[config.mk]
export PLATFORM = sky130hd
export DESIGN_NAME = jtsdram_bank_rw
export DESIGN_NICKNAME = d
export VERILOG_FILES = /design/src/rtl/jtsdram_bank_pkg.sv /design/src/rtl/jtsdram_rnd.sv /design/src/rtl/jtsdram_bank_rw.sv
export SDC_FILE = /design/constraint.sdc
export NUM_CORES = 1
export LEC_CHECK = 0
export CAP_MARGIN = 0
export CORE_MARGIN = 1
export CORE_UTILIZATION = 37
export DETAILED_ROUTE_END_ITERATION = 10
export SETUP_SLACK_MARGIN = 0.3
export SYNTH_ARGS = -nofsm -noshare
export SYNTH_HDL_FRONTEND = slang
export SYNTH_SLANG_ARGS = --single-unit
[constraint.sdc]
create_clock -name clk -period 9.9 [get_ports clk]
set_input_delay 0.99 -clock clk [delete_from_list [all_inputs] [get_ports clk]]
set_output_delay 0.99 -clock clk [all_outputs]
set_load 0.005 [all_outputs]
[src/rtl/jtsdram_bank_pkg.sv]
// Shared types for the SDRAM bank exerciser.
// FSM encoding, phase encoding and the address-derived test pattern.
package jtsdram_bank_pkg;

   typedef enum logic [2:0] {
      IDLE,
      ISSUE,
      WAIT_ACK,
      WAIT_RDY,
      GAP,
      DONE
   } state_t;

   typedef enum logic {
      PH_WR = 1'b0,
      PH_RD = 1'b1
   } phase_t;

   localparam int PAT_MAXW = 64;

   // Callers zero-extend both operands and truncate the result to DW
   function automatic logic [PAT_MAXW-1:0] pat(
      input logic [PAT_MAXW-1:0] seed,
      input logic [PAT_MAXW-1:0] a
   );
      return seed ^ a;
   endfunction

endpackage

[src/rtl/jtsdram_rnd.sv]
// Free-running 16-bit maximal-length LFSR (taps 16,14,13,11).
// The low W bits are exported as a pseudo-random value.
module jtsdram_rnd #(
   parameter int W = 16
) (
   input  logic         rst,
   input  logic         clk,
   output logic [W-1:0] rnd
);

   logic [15:0] r;

   always_ff @(posedge clk or posedge rst) begin
      if (rst) r <= 16'hACE1;
      else     r <= {r[14:0], r[15] ^ r[13] ^ r[12] ^ r[10]};
   end

   assign rnd = r[W-1:0];

endmodule

[src/rtl/jtsdram_bank_rw.sv]
// SDRAM bank exerciser: optional write fill, then read-back verify.
// Counts mismatches and keeps the address of the first one.
module jtsdram_bank_rw
   import jtsdram_bank_pkg::*;
#(
   parameter int AW   = 22,
   parameter int DW   = 16,
   parameter int GAPW = 4,
   parameter int ERRW = 8
) (
   input  logic            rst,
   input  logic            clk,
   input  logic            LVBL,
   input  logic            start,
   input  logic            wr_en,
   input  logic            slow,
   input  logic [DW-1:0]   seed,
   output logic [AW-1:0]   sdram_addr,
   output logic            sdram_rd,
   output logic            sdram_wr,
   output logic [DW-1:0]   sdram_din,
   input  logic            ack,
   input  logic            rdy,
   input  logic [DW-1:0]   data_read,
   output logic [AW-1:0]   cnt_addr,
   output logic            busy,
   output logic            done,
   output logic            bad,
   output logic [ERRW-1:0] err_cnt,
   output logic [AW-1:0]   first_bad
);

   state_t          state, state_nx;
   phase_t          ph;
   logic [DW-1:0]   seed_q, pend_seed, new_seed, pat_w;
   logic            pend_wr, new_wr, start_pend;
   logic [GAPW-1:0] gap, lfsr;
   logic            restart, complete, last, req;

   jtsdram_rnd #(.W(GAPW)) u_rnd (
      .rst (rst),
      .clk (clk),
      .rnd (lfsr)
   );

   assign pat_w    = DW'(pat(PAT_MAXW'(seed_q), PAT_MAXW'(cnt_addr)));
   assign last     = &cnt_addr;
   assign req      = (state == ISSUE) || (state == WAIT_ACK);
   assign new_seed = start ? seed  : pend_seed;
   assign new_wr   = start ? wr_en : pend_wr;

   assign sdram_addr = cnt_addr;
   assign sdram_rd   = req && (ph == PH_RD);
   assign sdram_wr   = req && (ph == PH_WR);
   assign sdram_din  = sdram_wr ? pat_w : '0;

   always_ff @(posedge clk or posedge rst) begin
      if (rst) state <= IDLE;
      else     state <= state_nx;
   end

   always_comb begin
      state_nx = state;
      restart  = 1'b0;
      complete = 1'b0;
      unique case (state)
         IDLE, DONE: restart = start;
         ISSUE: begin
            if (start) restart  = 1'b1;
            else       state_nx = WAIT_ACK;
         end
         WAIT_ACK: begin
            if (ack && rdy) complete = 1'b1;
            else if (ack)   state_nx = WAIT_RDY;
         end
         WAIT_RDY: complete = rdy;
         GAP: begin
            if (start)
               restart = 1'b1;
            else if (gap == '0 && (slow || LVBL))
               state_nx = ISSUE;
         end
         default: state_nx = IDLE;
      endcase
      // A pending restart waits for the in-flight transaction to finish
      if (complete) begin
         if (start || start_pend)        restart  = 1'b1;
         else if (last && ph == PH_RD)   state_nx = DONE;
         else                            state_nx = GAP;
      end
      if (restart) state_nx = ISSUE;
   end

   always_ff @(posedge clk or posedge rst) begin
      if (rst) begin
         ph         <= PH_WR;
         seed_q     <= '0;
         pend_seed  <= '0;
         pend_wr    <= 1'b0;
         start_pend <= 1'b0;
         gap        <= '0;
         cnt_addr   <= '0;
         busy       <= 1'b0;
         done       <= 1'b0;
         bad        <= 1'b0;
         err_cnt    <= '0;
         first_bad  <= '0;
      end else if (restart) begin
         seed_q     <= new_seed;
         ph         <= new_wr ? PH_WR : PH_RD;
         start_pend <= 1'b0;
         gap        <= '0;
         cnt_addr   <= '0;
         busy       <= 1'b1;
         done       <= 1'b0;
         bad        <= 1'b0;
         err_cnt    <= '0;
         first_bad  <= '0;
      end else begin
         if (start && (state == WAIT_ACK || state == WAIT_RDY)) begin
            start_pend <= 1'b1;
            pend_seed  <= seed;
            pend_wr    <= wr_en;
         end
         if (state == GAP && gap != '0)
            gap <= gap - GAPW'(1);
         if (complete) begin
            if (ph == PH_RD && data_read != pat_w) begin
               bad <= 1'b1;
               if (err_cnt != '1) err_cnt <= err_cnt + ERRW'(1);
               if (err_cnt == '0) first_bad <= cnt_addr;
            end
            gap <= slow ? lfsr : '0;
            if (last) begin
               cnt_addr <= '0;
               if (ph == PH_WR) begin
                  ph <= PH_RD;
               end else begin
                  done <= 1'b1;
                  busy <= 1'b0;
               end
            end else begin
               cnt_addr <= cnt_addr + AW'(1);
            end
         end
      end
   end

endmodule

==> impl_metrics.env <==
export IMPL_finalWirelength_um=15330
export IMPL_cpLargestDelayFamily="compound AO/OA/AOI/OAI gates"
export IMPL_post_synth_top_count_cell="dfrtp_1"
export IMPL_grt_max_degree=83
export IMPL_syn_area_mm2=0.005911
export IMPL_antenna_cells=0
export IMPL_avgSynthCellArea_um2=10.39
export IMPL_hold_class="reg -> reg"
export IMPL_rows=45
export IMPL_synth_cells=569
export IMPL_dieHeight_um=128.4
export IMPL_setup_viol=0
export IMPL_fin_area_mm2=0.007875
export IMPL_drv_cap=0
export IMPL_ctsHoldBuffers=0
export IMPL_arrival_ps=3910
export IMPL_tightest_slew_ps=1104
export IMPL_h_tree_depth=4
export IMPL_status="finished, final reports clean"
export IMPL_worstSetupEndpointType="flop"
export IMPL_critical_path_class="in -> reg"
export IMPL_yosysUniqueCellTypes=49
export IMPL_worst_path_buf_inv=3
export IMPL_slew_headroom_pct=26.00
export IMPL_netlist_area_leader_share_pct=44.45
export IMPL_antenna_found_initial=0
export IMPL_path_max_fanout=23
export IMPL_dpl_cell_area_mm2=0.007174
export IMPL_vias=4655
export IMPL_whs_path_depth=0
export IMPL_ioPinCount=135
export IMPL_cts_buffers=17
export IMPL_finClkSkew_ps=8.391
export IMPL_clockRootBuffer="clkbuf_16"
export IMPL_startpoint_type="input port"
export IMPL_drc_errors=0
export IMPL_synth_edff_count=0
export IMPL_slowest_stage="nand4_1"
export IMPL_drive_above_1_share_pct=10.21
export IMPL_cts_resized_gates=0
export IMPL_hpwl_um=10680
export IMPL_die_area_mm2=0.01648
export IMPL_drt_first_pass_iters=5
export IMPL_r2r_cells=5
export IMPL_r2r_end="cnt_addr[16]"
export IMPL_ir_worst_vdd_mv=0.1475
export IMPL_wire_per_inst_um=17.28
export IMPL_crit_cells=7
export IMPL_power_per_cell_area_mw_per_mm2=275.4
export IMPL_ys_seq_area_share_pct=48.01
export IMPL_slew_viol_final=0
export IMPL_power_leakage_nw=3.287
export IMPL_cpPeakStageDelay_ps=820
export IMPL_synthArstFlopShare_pct=100.0
export IMPL_required_ps=10180
export IMPL_max_freq_ghz=0.2757
export IMPL_cts_setup_buffers=0
export IMPL_globalRouteOverflowTotal=0
export IMPL_synth_cells_most_frequent="105 x dfrtp_1, 50 x o21ai_0, 44 x nor2_1"
export IMPL_ant_nets=0
export IMPL_synth_top_area_cell="dfrtp_1"
export IMPL_grt_first_pass_wirelength_um=24220
export IMPL_ys_warnings_count=0
export IMPL_drt_first_iter_violations=251
export IMPL_fin_crit_ps=3628
export IMPL_synth_nets=614
export IMPL_cts_buffer_depth=2
export IMPL_ys_seq_elements=113
export IMPL_grt_pass1_vias=4503
export IMPL_post_route_period_util_pct=36.64
export IMPL_rsz0062_at_grt="false"
export IMPL_cts_tree="yes"
export IMPL_start_util_pct=38.45
export IMPL_clkSinkCount=113
export IMPL_whs_endpoint="u_rnd.r[10]"
export IMPL_holdWs_ps=347.3
export IMPL_coreArea_mm2=0.01537
export IMPL_finalPower_mw=2.169
export IMPL_vias_per_cell=5.248
export IMPL_syn_to_final_growth_pct=33.23
export IMPL_reg2reg_slack_ps=7000
export IMPL_synthTopCellsByArea="dfrtp_1 44%, xnor3_1 6.1%, xnor2_1 4.6%"
export IMPL_clkTransAtPathRegs_ps=50
export IMPL_critical_path_cell_chain="clkdlybuf4s50_1 > buf_4 > inv_1 > o22ai_2 > nand4_1 > o21ai_0 > a21oi_1"
export IMPL_portBuffers=134
export IMPL_clock_latency_ps=420
export IMPL_synth_main_ff_cell="dfrtp_1"
export IMPL_gp_congestion=0.7948
export IMPL_hold_violations=0
export IMPL_die_w_um=128.4
export IMPL_setup_tns_final_ps=0
export IMPL_nNetsFinal=708
export IMPL_r2r_start="cnt_addr[2]"
export IMPL_grt_usage_pct=19.54
export IMPL_hp_start="u_rnd.r[9]"
[metrics by stage]
step | util (%) | std cells | worst slack, ps
floorplan | - | 569 | 5936
global placement | 46.67 | 855 | 5938
detailed placement | 46.67 | 855 | 5831
CTS | 51.23 | 887 | 6267
global route | 51.23 | 887 | 6007
finish | 51.23 | 887 | 6272
[cells by family (layout without fill, tap and decap cells)]
family / Yosys count / in the layout / share of synthesized area (%)
compound gates: 106 / 106 / 10.29
xor+xnor: 53 / 53 / 11.58
fa+ha+maj: 5 / 5 / 1.058
buf+inv: 75 / 182 / 7.155
flops: 113 / 113 / 48.01
mux: 35 / 35 / 6.287
simple gates: 182 / 182 / 15.62
[power breakdown]
part | total, mW | switching, mW | internal, mW
Combinational | 0.716 | 0.316 | 0.400
Clock | 0.726 | 0.211 | 0.515
Sequential | 0.727 | 0.148 | 0.579
Total | 2.17 | 0.675 | 1.49
[cell usage in the layout (no fill, tap or decap), types with 2 or more instances in the layout]
master / Yosys / final
bufinv_16: 0 / 7
dfstp_2: 8 / 8
or3_1: 7 / 7
xor2_1: 6 / 6
xnor3_1: 16 / 16
clkinv_2: 0 / 4
o21a_1: 2 / 2
a22oi_1: 3 / 3
nor4b_1: 4 / 4
nor2_1: 44 / 44
a31oi_1: 2 / 2
nand3_1: 36 / 36
inv_1: 11 / 10
clkbuf_16: 0 / 17
and3_1: 4 / 4
buf_4: 23 / 5
ha_1: 5 / 5
xnor2_1: 31 / 31
a21oi_1: 32 / 32
o21ai_0: 50 / 50
dfrtp_1: 105 / 105
or4_1: 7 / 7
o31ai_1: 6 / 6
nor3b_1: 2 / 2
mux2i_1: 18 / 18
nand4_1: 11 / 11
o211ai_1: 2 / 2
nor3_1: 8 / 8
nand2_1: 42 / 42
clkdlybuf4s50_1: 0 / 134
clkbuf_8: 0 / 3
nor4_1: 5 / 5
mux2_2: 17 / 17
nand2b_1: 3 / 3
and4_1: 3 / 3
[registers in the layout, indices dropped and copies added, names as in the netlist]
register	cells
state	3
seed_q	16
err_cnt	8
first_bad	22
cnt_addr	22
u_rnd.r	16
gap	4
bad	1
pend_wr	1
done	1
busy	1
start_pend	1
ph	1
pend_seed	16
[how the worst max path moves through the flow]
stage          start             to  slack [ps]
2_1_floorplan    rst            bad        5940
3_5_place_dp   start  first_bad[20]        5830
4_1_cts        start  first_bad[20]        6270
5_1_grt        start  first_bad[20]        6010
6_report       start   first_bad[5]        6270
3_3_place_gp   start  first_bad[16]        5940
[layout make-up]
class	instances	area [µm²]
clock buffer	21	470.5
clock inverter	11	230.2
fill	1347	7496
inverter	11	43.79
multi-input combinational	381	2650
sequential	113	2838
tap	211	264.0
timing repair buffer	139	1379
[routing by layer]
metal	vias up	track usage [%]	wire [µm]
met5	-	0	0
met4	0	6.298	208
met3	16	4.823	811
met2	163	31.32	7286
met1	2308	26.01	7019
li1	2168	-	-
No activity file was read; power rests on OpenSTA's default activity.
